File: src/rtl/gsm_cmd_arbiter.sv
// Round-robin arbiter serialising requester commands onto the state-manager trig/done port.
// Latency: req strobe -> gsm_trig high two cycles later at the earliest; ack/err one cycle after done/timeout.
// Backpressure: one command pending per requester; a repeat request while pending sets sticky ovf and is dropped.
//
// Ports:
//   clk_1mhz, rst_n        : clock, async active-low reset
//   req[NREQ], req_flag    : per-requester command strobe and 4-bit code (requester i at [4i+3:4i])
//   ovf_clr                : clears the sticky overflow vector
//   gsm_done               : completion level/pulse from the state manager
//   gsm_flag, gsm_trig     : command code and held trigger toward the state manager
//   ack[NREQ], err, err_id : completion pulse per requester, timeout pulse and offending requester
//   ovf[NREQ], busy        : sticky overflow per requester, handshake in progress
`timescale 1ns/1ps
module gsm_cmd_arbiter #(
    parameter int NREQ    = 4,
    parameter int TIMEOUT = 255,
    parameter int GAP     = 2
) (
    input  logic                clk_1mhz,
    input  logic                rst_n,
    input  logic [NREQ-1:0]     req,
    input  logic [4*NREQ-1:0]   req_flag,
    input  logic                ovf_clr,
    input  logic                gsm_done,
    output logic [3:0]          gsm_flag,
    output logic                gsm_trig,
    output logic [NREQ-1:0]     ack,
    output logic                err,
    output logic [2:0]          err_id,
    output logic [NREQ-1:0]     ovf,
    output logic                busy
);

    localparam int IW = (NREQ > 1) ? $clog2(NREQ) : 1;
    localparam logic [IW:0]   NREQ_W = (IW+1)'(NREQ);
    localparam logic [7:0]    TO_W   = 8'(TIMEOUT);
    localparam logic [3:0]    GAP_W  = 4'(GAP);

    typedef enum logic [1:0] {
        S_IDLE,
        S_ASSERT,
        S_RELEASE,
        S_GAP
    } state_t;

    state_t                  r_state;
    state_t                  w_state_nxt;

    logic [NREQ-1:0]         r_pend;
    logic [NREQ-1:0][3:0]    r_flag;
    logic [NREQ-1:0]         r_ovf;
    logic [IW-1:0]           r_ptr;
    logic [IW-1:0]           r_gnt;
    logic [7:0]              r_wait;
    logic [3:0]              r_gap;
    logic [3:0]              r_gsm_flag;
    logic                    r_trig;
    logic [NREQ-1:0]         r_ack;
    logic                    r_err;
    logic [2:0]              r_err_id;

    logic                    w_gnt_vld;
    logic [IW-1:0]           w_gnt_idx;
    logic [IW:0]             w_sum;
    logic                    w_grant;
    logic                    w_done_evt;
    logic                    w_timeout;
    logic                    w_trig_nxt;
    logic [NREQ-1:0]         w_ack_nxt;
    logic                    w_err_nxt;
    logic [7:0]              w_wait_nxt;
    logic [3:0]              w_gap_nxt;
    logic [NREQ-1:0]         w_clr;
    logic [NREQ-1:0]         w_ovf_set;

    // First pending index after the pointer, wrapping. Scanning from the
    // farthest offset down lets the nearest pending requester win.
    always_comb begin
        w_gnt_vld = 1'b0;
        w_gnt_idx = '0;
        w_sum     = '0;
        for (int k = NREQ; k >= 1; k--) begin
            w_sum = {1'b0, r_ptr} + (IW+1)'(k);
            if (w_sum >= NREQ_W) begin
                w_sum = w_sum - NREQ_W;
            end
            if (r_pend[w_sum[IW-1:0]]) begin
                w_gnt_vld = 1'b1;
                w_gnt_idx = w_sum[IW-1:0];
            end
        end
    end

    always_comb begin
        w_state_nxt = r_state;
        w_trig_nxt  = r_trig;
        w_ack_nxt   = '0;
        w_err_nxt   = 1'b0;
        w_grant     = 1'b0;
        w_done_evt  = 1'b0;
        w_timeout   = 1'b0;
        w_wait_nxt  = r_wait;
        w_gap_nxt   = r_gap;
        case (r_state)
            S_IDLE: begin
                // A done still high from the previous handshake must not
                // complete a fresh command, so grants wait for it to drop.
                if (w_gnt_vld && !gsm_done) begin
                    w_grant     = 1'b1;
                    w_trig_nxt  = 1'b1;
                    w_wait_nxt  = '0;
                    w_state_nxt = S_ASSERT;
                end
            end
            S_ASSERT: begin
                if (gsm_done) begin
                    w_done_evt  = 1'b1;
                    w_trig_nxt  = 1'b0;
                    w_ack_nxt   = NREQ'(1) << r_gnt;
                    w_state_nxt = S_RELEASE;
                end else if (r_wait == TO_W) begin
                    w_done_evt  = 1'b1;
                    w_timeout   = 1'b1;
                    w_trig_nxt  = 1'b0;
                    w_err_nxt   = 1'b1;
                    w_state_nxt = S_RELEASE;
                end else begin
                    w_wait_nxt  = r_wait + 8'd1;
                end
            end
            S_RELEASE: begin
                if (!gsm_done) begin
                    w_gap_nxt   = GAP_W;
                    w_state_nxt = S_GAP;
                end
            end
            S_GAP: begin
                if (r_gap <= 4'd1) begin
                    w_state_nxt = S_IDLE;
                end else begin
                    w_gap_nxt   = r_gap - 4'd1;
                end
            end
            default: begin
                w_state_nxt = S_IDLE;
                w_trig_nxt  = 1'b0;
            end
        endcase
    end

    // Pending bit of the granted requester clears on ack or timeout; a new
    // strobe in that same cycle refills the slot instead of overflowing.
    always_comb begin
        w_clr = '0;
        for (int i = 0; i < NREQ; i++) begin
            w_clr[i] = w_done_evt && (r_gnt == IW'(i));
        end
        w_ovf_set = req & r_pend & ~w_clr;
    end

    always_ff @(posedge clk_1mhz or negedge rst_n) begin
        if (!rst_n) begin
            r_state    <= S_IDLE;
            r_pend     <= '0;
            r_flag     <= '0;
            r_ovf      <= '0;
            r_ptr      <= IW'(NREQ-1);
            r_gnt      <= '0;
            r_wait     <= '0;
            r_gap      <= '0;
            r_gsm_flag <= '0;
            r_trig     <= 1'b0;
            r_ack      <= '0;
            r_err      <= 1'b0;
            r_err_id   <= '0;
        end else begin
            r_state <= w_state_nxt;
            r_trig  <= w_trig_nxt;
            r_ack   <= w_ack_nxt;
            r_err   <= w_err_nxt;
            r_wait  <= w_wait_nxt;
            r_gap   <= w_gap_nxt;
            if (w_grant) begin
                r_gnt      <= w_gnt_idx;
                r_ptr      <= w_gnt_idx;
                r_gsm_flag <= r_flag[w_gnt_idx];
            end
            if (w_timeout) begin
                r_err_id <= 3'(r_gnt);
            end
            for (int i = 0; i < NREQ; i++) begin
                if (req[i] && (!r_pend[i] || w_clr[i])) begin
                    r_pend[i] <= 1'b1;
                    r_flag[i] <= req_flag[4*i +: 4];
                end else if (w_clr[i]) begin
                    r_pend[i] <= 1'b0;
                end
            end
            // A fresh overflow wins over a simultaneous clear.
            r_ovf <= (ovf_clr ? '0 : r_ovf) | w_ovf_set;
        end
    end

    assign gsm_flag = r_gsm_flag;
    assign gsm_trig = r_trig;
    assign ack      = r_ack;
    assign err      = r_err;
    assign err_id   = r_err_id;
    assign ovf      = r_ovf;
    assign busy     = (r_state != S_IDLE);

endmodule
File: config.mk
export PLATFORM = sky130hd
export DESIGN_NAME = gsm_cmd_arbiter
export DESIGN_NICKNAME = d
export VERILOG_FILES = /design/src/rtl/gsm_cmd_arbiter.sv
export SDC_FILE = /design/constraint.sdc
export NUM_CORES = 1
export LEC_CHECK = 0
export CAP_MARGIN = 30
export CORE_MARGIN = 2
export CORE_UTILIZATION = 57
export DETAILED_ROUTE_END_ITERATION = 12
export HOLD_SLACK_MARGIN = 0.03
export PLACE_DENSITY = 0.84
export SLEW_MARGIN = 30
export SYNTH_ARGS = -nofsm -noshare
export SYNTH_HDL_FRONTEND = slang
export SYNTH_SLANG_ARGS = --single-unit
export TNS_END_PERCENT = 20
File: constraint.sdc
create_clock -name clk_1mhz -period 2.87 [get_ports clk_1mhz]
set_clock_uncertainty 0.1 [all_clocks]
set_input_delay 0.4305 -clock clk_1mhz [delete_from_list [all_inputs] [get_ports clk_1mhz]]
set_output_delay 0.4305 -clock clk_1mhz [all_outputs]
set_load 0.02 [all_outputs]
Yosys cells after proc, flatten, opt, wreduce, memory -nomap -nowiden:

Cells that the tools add are included.

* register bits after elaboration: 54
* output and inout bits: 18
* word-level logic and storage cells: 146

* add/subtract/negate cells: 10
* $lt $le $gt $ge: 10
* equality and inequality tests: 14
* shift-type cells: 1
* multiplexer cells: 57
* bitwise operators: 4
* reduce and logical (&&, ||, !) cells: 31

Operators by type and width (number)
* 2-to-1 mux 1 bit: 26
* 2-to-1 mux 2 bit: 13
* 2-to-1 mux 4 bit: 6
* 2-to-1 mux 8 bit: 3
* one-hot mux 8 bit (2 select lines): 1
* less-than comparator 2 x 3 -> 1 bit, second input constant: 5
* nonzero test 2 bit: 7
* greater-or-equal comparator 3 bit, second input constant: 4
* inequality test 2 bit, second input constant: 6
* logical AND 1 bit: 9
* adder 8 x 1 -> 8 bit, second input constant: 1
* bitwise AND 4 bit: 2
* binary-select mux 1 bit (select 2 bit): 4
* binary-select mux 4 bit (select 2 bit): 1
* equality test 2 bit, second input constant: 4
* equality test 8 bit, second input constant: 1
* one-hot mux 2 bit (4 select lines): 1
* one-hot mux 4 bit (2 select lines): 1
* AND reduction 4 bit: 2
* subtractor 2 x 1 -> 2 bit, second input constant: 4
* adder 2 x 2 -> 3 bit, second input constant: 2
* AND reduction 3 bit: 2
* logical NOT 1 bit: 5
* equality test 2 x 1 -> 1 bit, second input constant: 2
* 11 further kinds: 15

Depth between registers and ports, before layout:

Gate-level depths: netlist of run 1.

* word-level depth: 12
* depth in mapped cells: 8

Worst setup path before layout of run 1:

OpenSTA, ideal clock, no wires.

* path kind: reg2reg
* from: reg r_state[0]
* to: reg r_gsm_flag[2], in the netlist gsm_flag[2]
* arrival: 1.921 ns
* required time: 2.690 ns
* slack: 0.769 ns
* stages on the path, launching flop included: 8
* path buffers: 0
* period minus slack after synthesis: 2.101 ns
* path through: dfrtp_1 > inv_1 > ha_1 > clkinv_1 > or3_1 > or3_1 > mux2_2 > o211ai_2

* word-level cells in the longest chain between the ends: 2

RTL lines
* start: declaration: RTL line 46 `state_t r_state;`
* start signal: assignment: RTL line 177 `r_state <= w_state_nxt;`
* logical NOT 2 bit: RTL line 104 `case (r_state)`
* 2-to-1 mux 1 bit: RTL line 104
* end signal: assignment: RTL line 186 `r_gsm_flag <= r_flag[w_gnt_idx];`
* end: declaration: RTL line 56 `logic [3:0] r_gsm_flag;`

Every way passes these cells.
A chain may end at the register's enable or synchronous reset.

Worst setup path after layout of run 1:

Ends and elaborated chain as after synthesis.

==> results.yml, run 1 <==
status:
  status: "finished clean"
die:
  initial_utilization_pct: 59.92
  num_io_pins: 42
  dieHeight_um: 72.12
  rows: 24
  die_w_um: 72.12
  core_area_um2: 4414
  die-area_um2: 5201
yosys:
  ys_ff_latch: 54
  syn-cell-area_um2: 2645
  synth_area_leaders: "dfrtp_1, mux2_1, nand2_1"
  synth_cells: 253
  synth_edf_count: 0
  avgSynthCellArea_um2: 10.45
  synth_nets: 284
  synth_top_area_share_pct: 49.20
  ys_types: 47
  synth_top_area_cell: "dfrtp_1"
  async_reset_ff_share_pct: 100.0
  seq_area_frac_synth_pct: 51.18
  ys_warn_count: 0
  synth_ff_type: "dfrtp_1"
routing:
  wl_mm: 5.431
  drc: 0
  via_per_inst: 5.854
  drt_pass1_iterations: 4
  drt-wirelength-per-cell_um: 15.52
  ant_nets: 0
  drt_iter0_markers: 102
  vias: 2049
run:
  max-cap-violations: 0
power:
  cellLeakagePower_nw: 1.417
  ir_drop_mv: 0.5618
  powerDensity_nw_per_um2: 886.9
  finalPower_mw: 2.842
global_route:
  grt_use_total_pct: 22.74
  grt.overflow.total: 0
  grt_pass1_wl_mm: 9.087
  grt_pass1_vias: 1953
  grt_max_degree: 55
  antenna_found_initial: 0
cells_and_area:
  finish.utilization_pct: 72.59
  nets: 328
  area_delta_synth_final_pct: 21.14
  diodes: 0
  drive_above_1_share_pct: 9.732
  fill_cells: 311
  layoutNonFillerInstCount: 350
cts:
  htree_levels: 2
  ctsResizeCount: 0
  cts_buffers: 5
  insertion_delay_ns: 0.31
  cts_sinks: 54
  clock_path_buffers: 2
  postCtsHoldBufs: 0
  cts_tree: "yes"
  clockRootBuffer: "clkbuf_8"
  cts_setup_buffers: 0
  clkTransAtPathRegs_ns: 0.09
timing:
  finalHoldViolCount: 0
  finalSetupTns_ns: 0
  final_max_slew_viol_count: 0
  clock.fmax_ghz: 0.4269
  final-setup-viol-count: 0
  timing.hold.ws_ns: 0.1376
  worst_slew_pin_slew_ns: 0.6566
  rsz0062_at_grt: "false"
  final.min_clock_period_ns: 2.342
  post-route-period-util_pct: 81.61
  max_slew_margin_pct: 56.23
setup_path:
  worstSetupStartpointType: "flip-flop"
  r2r_cells: 7
  crit_type: "reg2reg"
  required_ns: 3.00
  end_kind: "flip-flop"
  cp.arrival_ns: 2.48
  crit_path_max_fanout: 12
worst_hold_path:
  hold_path_class: "in2async"
placement:
  hpwl_mm: 3.948
  finalWeightedCongestion: 0.8250
  io_buffers: 40
  place_inst: 342
==> worst max-delay path, cell delays in order (launching register included) <==
cell and delay, ns:
dfrtp_1 0.42, inv_1 0.11, ha_1 0.21, clkinv_1 0.14, or3_1 0.54, or3_1 0.39
mux2_2 0.27, o211ai_2 0.07
==> state kept, by name, indices dropped and copies added, names as in the netlist, 2 cells and up <==
register	cells
r_wait	8
err_id	2
r_gnt	2
r_gap	4
ovf	4
gsm_flag	4
r_flag	16
r_state	2
r_ptr	2
ack	4
r_pend	4
==> synth_stat cells, types with 2 or more instances <==
library cell / n
nand2b_1: 4
buf_2: 3
mux2_1: 16
o2111a_1: 3
o21ai_0: 7
nor2b_1: 2
nor2_1: 14
o31ai_2: 2
nor4_1: 3
and3_1: 3
o311ai_1: 3
o21a_1: 4
and2_1: 2
clkbuf_1: 5
inv_1: 16
mux2i_1: 5
a31oi_1: 3
ha_1: 7
a21o_1: 2
nand2_1: 29
nor3_1: 4
mux2_2: 5
dfrtp_1: 52
a41oi_1: 3
o21ai_1: 5
nand3_1: 12
dfstp_2: 2
a21oi_1: 13
or3_1: 3
o2bb2ai_1: 4
==> cell usage in the layout (no fill, tap or decap), types with 4 or more instances in the layout <==
master / count
o21a_1: 4
nand2_1: 29
mux2_1: 16
ha_1: 7
a21oi_1: 13
nor3_1: 4
o2bb2ai_1: 4
dfrtp_1: 52
mux2_2: 5
mux2i_1: 5
nand2b_1: 4
inv_1: 16
nor2_1: 14
buf_4: 6
o21ai_1: 5
clkbuf_8: 6
clkdlybuf4s50_1: 39
o21ai_0: 7
nand3_1: 12
==> stage by stage <==
stage               area, um2  setup slack [ns]
finish                   3204            0.5277
CTS                      3204            0.5453
global placement         3109            0.5485
global route             3204            0.4131
floorplan                2645            0.7688
detailed placement       3109            0.5225
==> area by class of cell <==
type | count | area (um2) | share of cell area [%]
tap | 52 | 65.06 | 2.030
sequential | 54 | 1354 | 42.25
inverter | 17 | 63.81 | 1.991
clock inverter | 2 | 12.51 | 0.3905
multi-input combinational | 173 | 1186 | 37.02
timing repair buffer | 46 | 440.4 | 13.74
clock buffer | 6 | 82.58 | 2.577
==> final timing paths <==
path / from / to / slack [ns]
setup / recovery: r_state[0]$_DFFE_PN0P_ / gsm_flag[2]$_DFFE_PN0P_ / 0.53
hold / removal: rst_n / r_gap[2]$_DFFE_PN0P_ / 0.14
setup reg to reg: r_state[0]$_DFFE_PN0P_ / gsm_flag[2]$_DFFE_PN0P_ / 0.53
hold reg to reg: r_flag[13]$_DFFE_PN0P_ / r_flag[13]$_DFFE_PN0P_ / 0.39
max in group asynchronous: rst_n / ack[3]$_DFF_PN0_ / 2.11
min in group clk_1mhz: r_flag[13]$_DFFE_PN0P_ / r_flag[13]$_DFFE_PN0P_ / 0.39
==> layer usage <==
layer	vias to the layer above	track usage, %	share of wire, %
met4	0	8.595	2.4
met5	-	0	0
met3	14	4.861	3.7
met1	996	29.92	44
li1	991	-	-
met2	48	37.10	49
==> cells by family after synthesis <==
kind of cell	count (synthesis)	synth area share [%]
other	1	0.1418
adder cells (fa/ha/maj)	7	3.311
AO/OA/AOI/OAI	58	15.85
AND/OR/NAND/NOR	81	14.71
flip-flops	54	51.18
buffers and inverters	26	3.973
multiplexers	26	10.83
==> where the power goes <==
group / leakage, nW / internal, mW / switching [mW] / total, mW
combinational: 0.707 / 0.523 / 0.655 / 1.18
clock: 0.0472 / 0.194 / 0.247 / 0.441
sequential: 0.663 / 1.02 / 0.205 / 1.22
Power figures use the tool's default switching activity.
==> run 2: changes to the inputs <==
CORE_UTILIZATION = 53   (was 57)
PLACE_DENSITY = 0.79   (was 0.84)
clock period = 2.3 ns   (was 2.87 ns; I/O delays follow)
==> run 2 against run 1 <==
  * Largest power group unchanged
  * Critical endpoint is now busy
  * Final cell count grew 5.1%
  * Non-clock buffer count increased by 3
  * Register-to-register slack lost 0.36 ns
==> results.yml, run 2 (synthesis results as in run 1) <==
status:
  status: "finished clean"
timing:
  rsz0062_at_grt: "false"
  finalSetupTns_ns: 0
  final_max_slew_viol_count: 0
  timing.hold.ws_ns: 0.3967
  final-setup-viol-count: 0
  clock.fmax_ghz: 0.4571
  finalHoldViolCount: 0
  post-route-period-util_pct: 95.12
  final.min_clock_period_ns: 2.188
routing:
  ant_nets: 0
  drt-wirelength-per-cell_um: 14.11
  drc: 0
  wl_mm: 5.194
  drt_iter0_markers: 98
  drt_pass1_iterations: 4
  via_per_inst: 5.592
  vias: 2058
cells_and_area:
  nets: 331
  fill_cells: 381
  mostFrequentLayoutCells: "dfrtp_1, clkdlybuf4s50_1, nand2_1"
  top_register: "r_flag"
  largestRegisters: "r_flag: 16 flops, r_wait: 8 flops"
  largest_register_ffs: 16
  final_common_cell: "dfrtp_1"
  area_delta_synth_final_pct: 23.84
  diodes: 0
  fin_area_um2: 3276
  drive_above_1_share_pct: 9.967
setup_path:
  crit_path_max_fanout: 3
  end_kind: "output pin"
  cp.arrival_ns: 1.74
  worstSetupStartpointType: "flip-flop"
  crit_type: "reg2out"
  r2r-start: "r_wait[0]$_DFFE_PN0P_"
  required_ns: 1.86
  critPathLaunch: "r_state[0]$_DFFE_PN0P_"
cts:
  clkTransAtPathRegs_ns: 0.09
  htree_levels: 2
  clockRootBuffer: "clkbuf_8"
  clock_path_buffers: 2
  cts_sinks: 54
  cts_buffers: 5
  cts_setup_buffers: 0
  insertion_delay_ns: 0.30
  cts_tree: "yes"
power:
  powerDensity_nw_per_um2: 1106
  finalPower_mw: 3.623
  ir_drop_mv: 0.7928
  cellLeakagePower_nw: 1.438
global_route:
  grt.overflow.total: 0
  grt_use_total_pct: 21.27
  grt_pass1_wl_mm: 9.121
  grt_pass1_vias: 2013
  grt_max_degree: 55
  antenna_found_initial: 0
die:
  initial_utilization_pct: 55.63
  num_io_pins: 42
  die-area_um2: 5572
  die_w_um: 74.65
  core_area_um2: 4755
  rows: 25
  dieHeight_um: 74.65
run:
  max-cap-violations: 0
placement:
  io_buffers: 40
  finalWeightedCongestion: 0.8442
  hpwl_mm: 3.956
  place_area_um2: 3156
worst_hold_path:
  hold_path_class: "reg2reg"
  min_from: "ovf[2]$_DFF_PN0_"
run 2: cell count changes in the layout (fill, tap and decap cells not counted):
cell           previous run  this run
clkbuf_1                  0         1
buf_12                    0         1
bufinv_16                 0         1
dlygate4sd3_1             0         1
buf_4                     6         7
clkbuf_8                  6         5
clkinv_2                  1         0
run 2: final timing paths:
path / endpoint / slack [ns] / cells past startpoint
min in group asynchronous: r_flag[12]$_DFFE_PN0P_ / 0.46 / 3
worst max-delay path: busy / 0.11 / 5
max in group asynchronous: r_ptr[1]$_DFFE_PN1P_ / 1.35 / 3
worst min register to register: ovf[2]$_DFF_PN0_ / 0.40 / 1
worst max register to register: r_flag[3]$_DFFE_PN0P_ / 0.17 / 6
worst min-delay path: ovf[2]$_DFF_PN0_ / 0.40 / 1
run 2: per-stage QoR:
step | setup WS (ns) | utilization, % | cells
floorplan | 0.1988 | - | 253
global placement | 0.1202 | 66.37 | 359
detailed placement | 0.09541 | 66.37 | 359
CTS | 0.09582 | 68.89 | 368
global route | 0.01284 | 68.89 | 368
finish | 0.1123 | 68.89 | 368
run 2: metal layers:
layer	routed length [um]	share of wire (%)	global-route usage, %
met1	2370	46	27.83
met2	2624	51	37.17
met3	168	3.2	4.016
met4	30	0.58	4.563
met5	0	0	0
run 2: critical path, cell delays in order (launching register included):
cell	delay (ns)
dfrtp_1	0.41
inv_1	0.10
ha_1	0.19
clkinv_1	0.08
buf_4	0.14
clkdlybuf4s50_1	0.53
run 2: layout make-up:
class / count / area [um2] / area share, %
inverter: 17 / 63.81 / 1.948
clock inverter: 2 / 37.54 / 1.146
sequential: 54 / 1354 / 41.33
tap: 67 / 83.83 / 2.559
multi-input combinational: 173 / 1186 / 36.21
timing repair buffer: 49 / 478.0 / 14.59
clock buffer: 6 / 72.57 / 2.215
run 2: what timing repair did:
action,4_1_cts,5_1_grt
gates resized for setup,0,0
hold endpoints to repair,52,0
hold buffers,1,0
run 2: power by group:
part | switching (mW) | total (mW) | internal [mW]
clock network | 0.291 | 0.616 | 0.325
registers | 0.240 | 1.51 | 1.27
logic | 0.819 | 1.50 | 0.679
total | 1.35 | 3.62 | 2.27
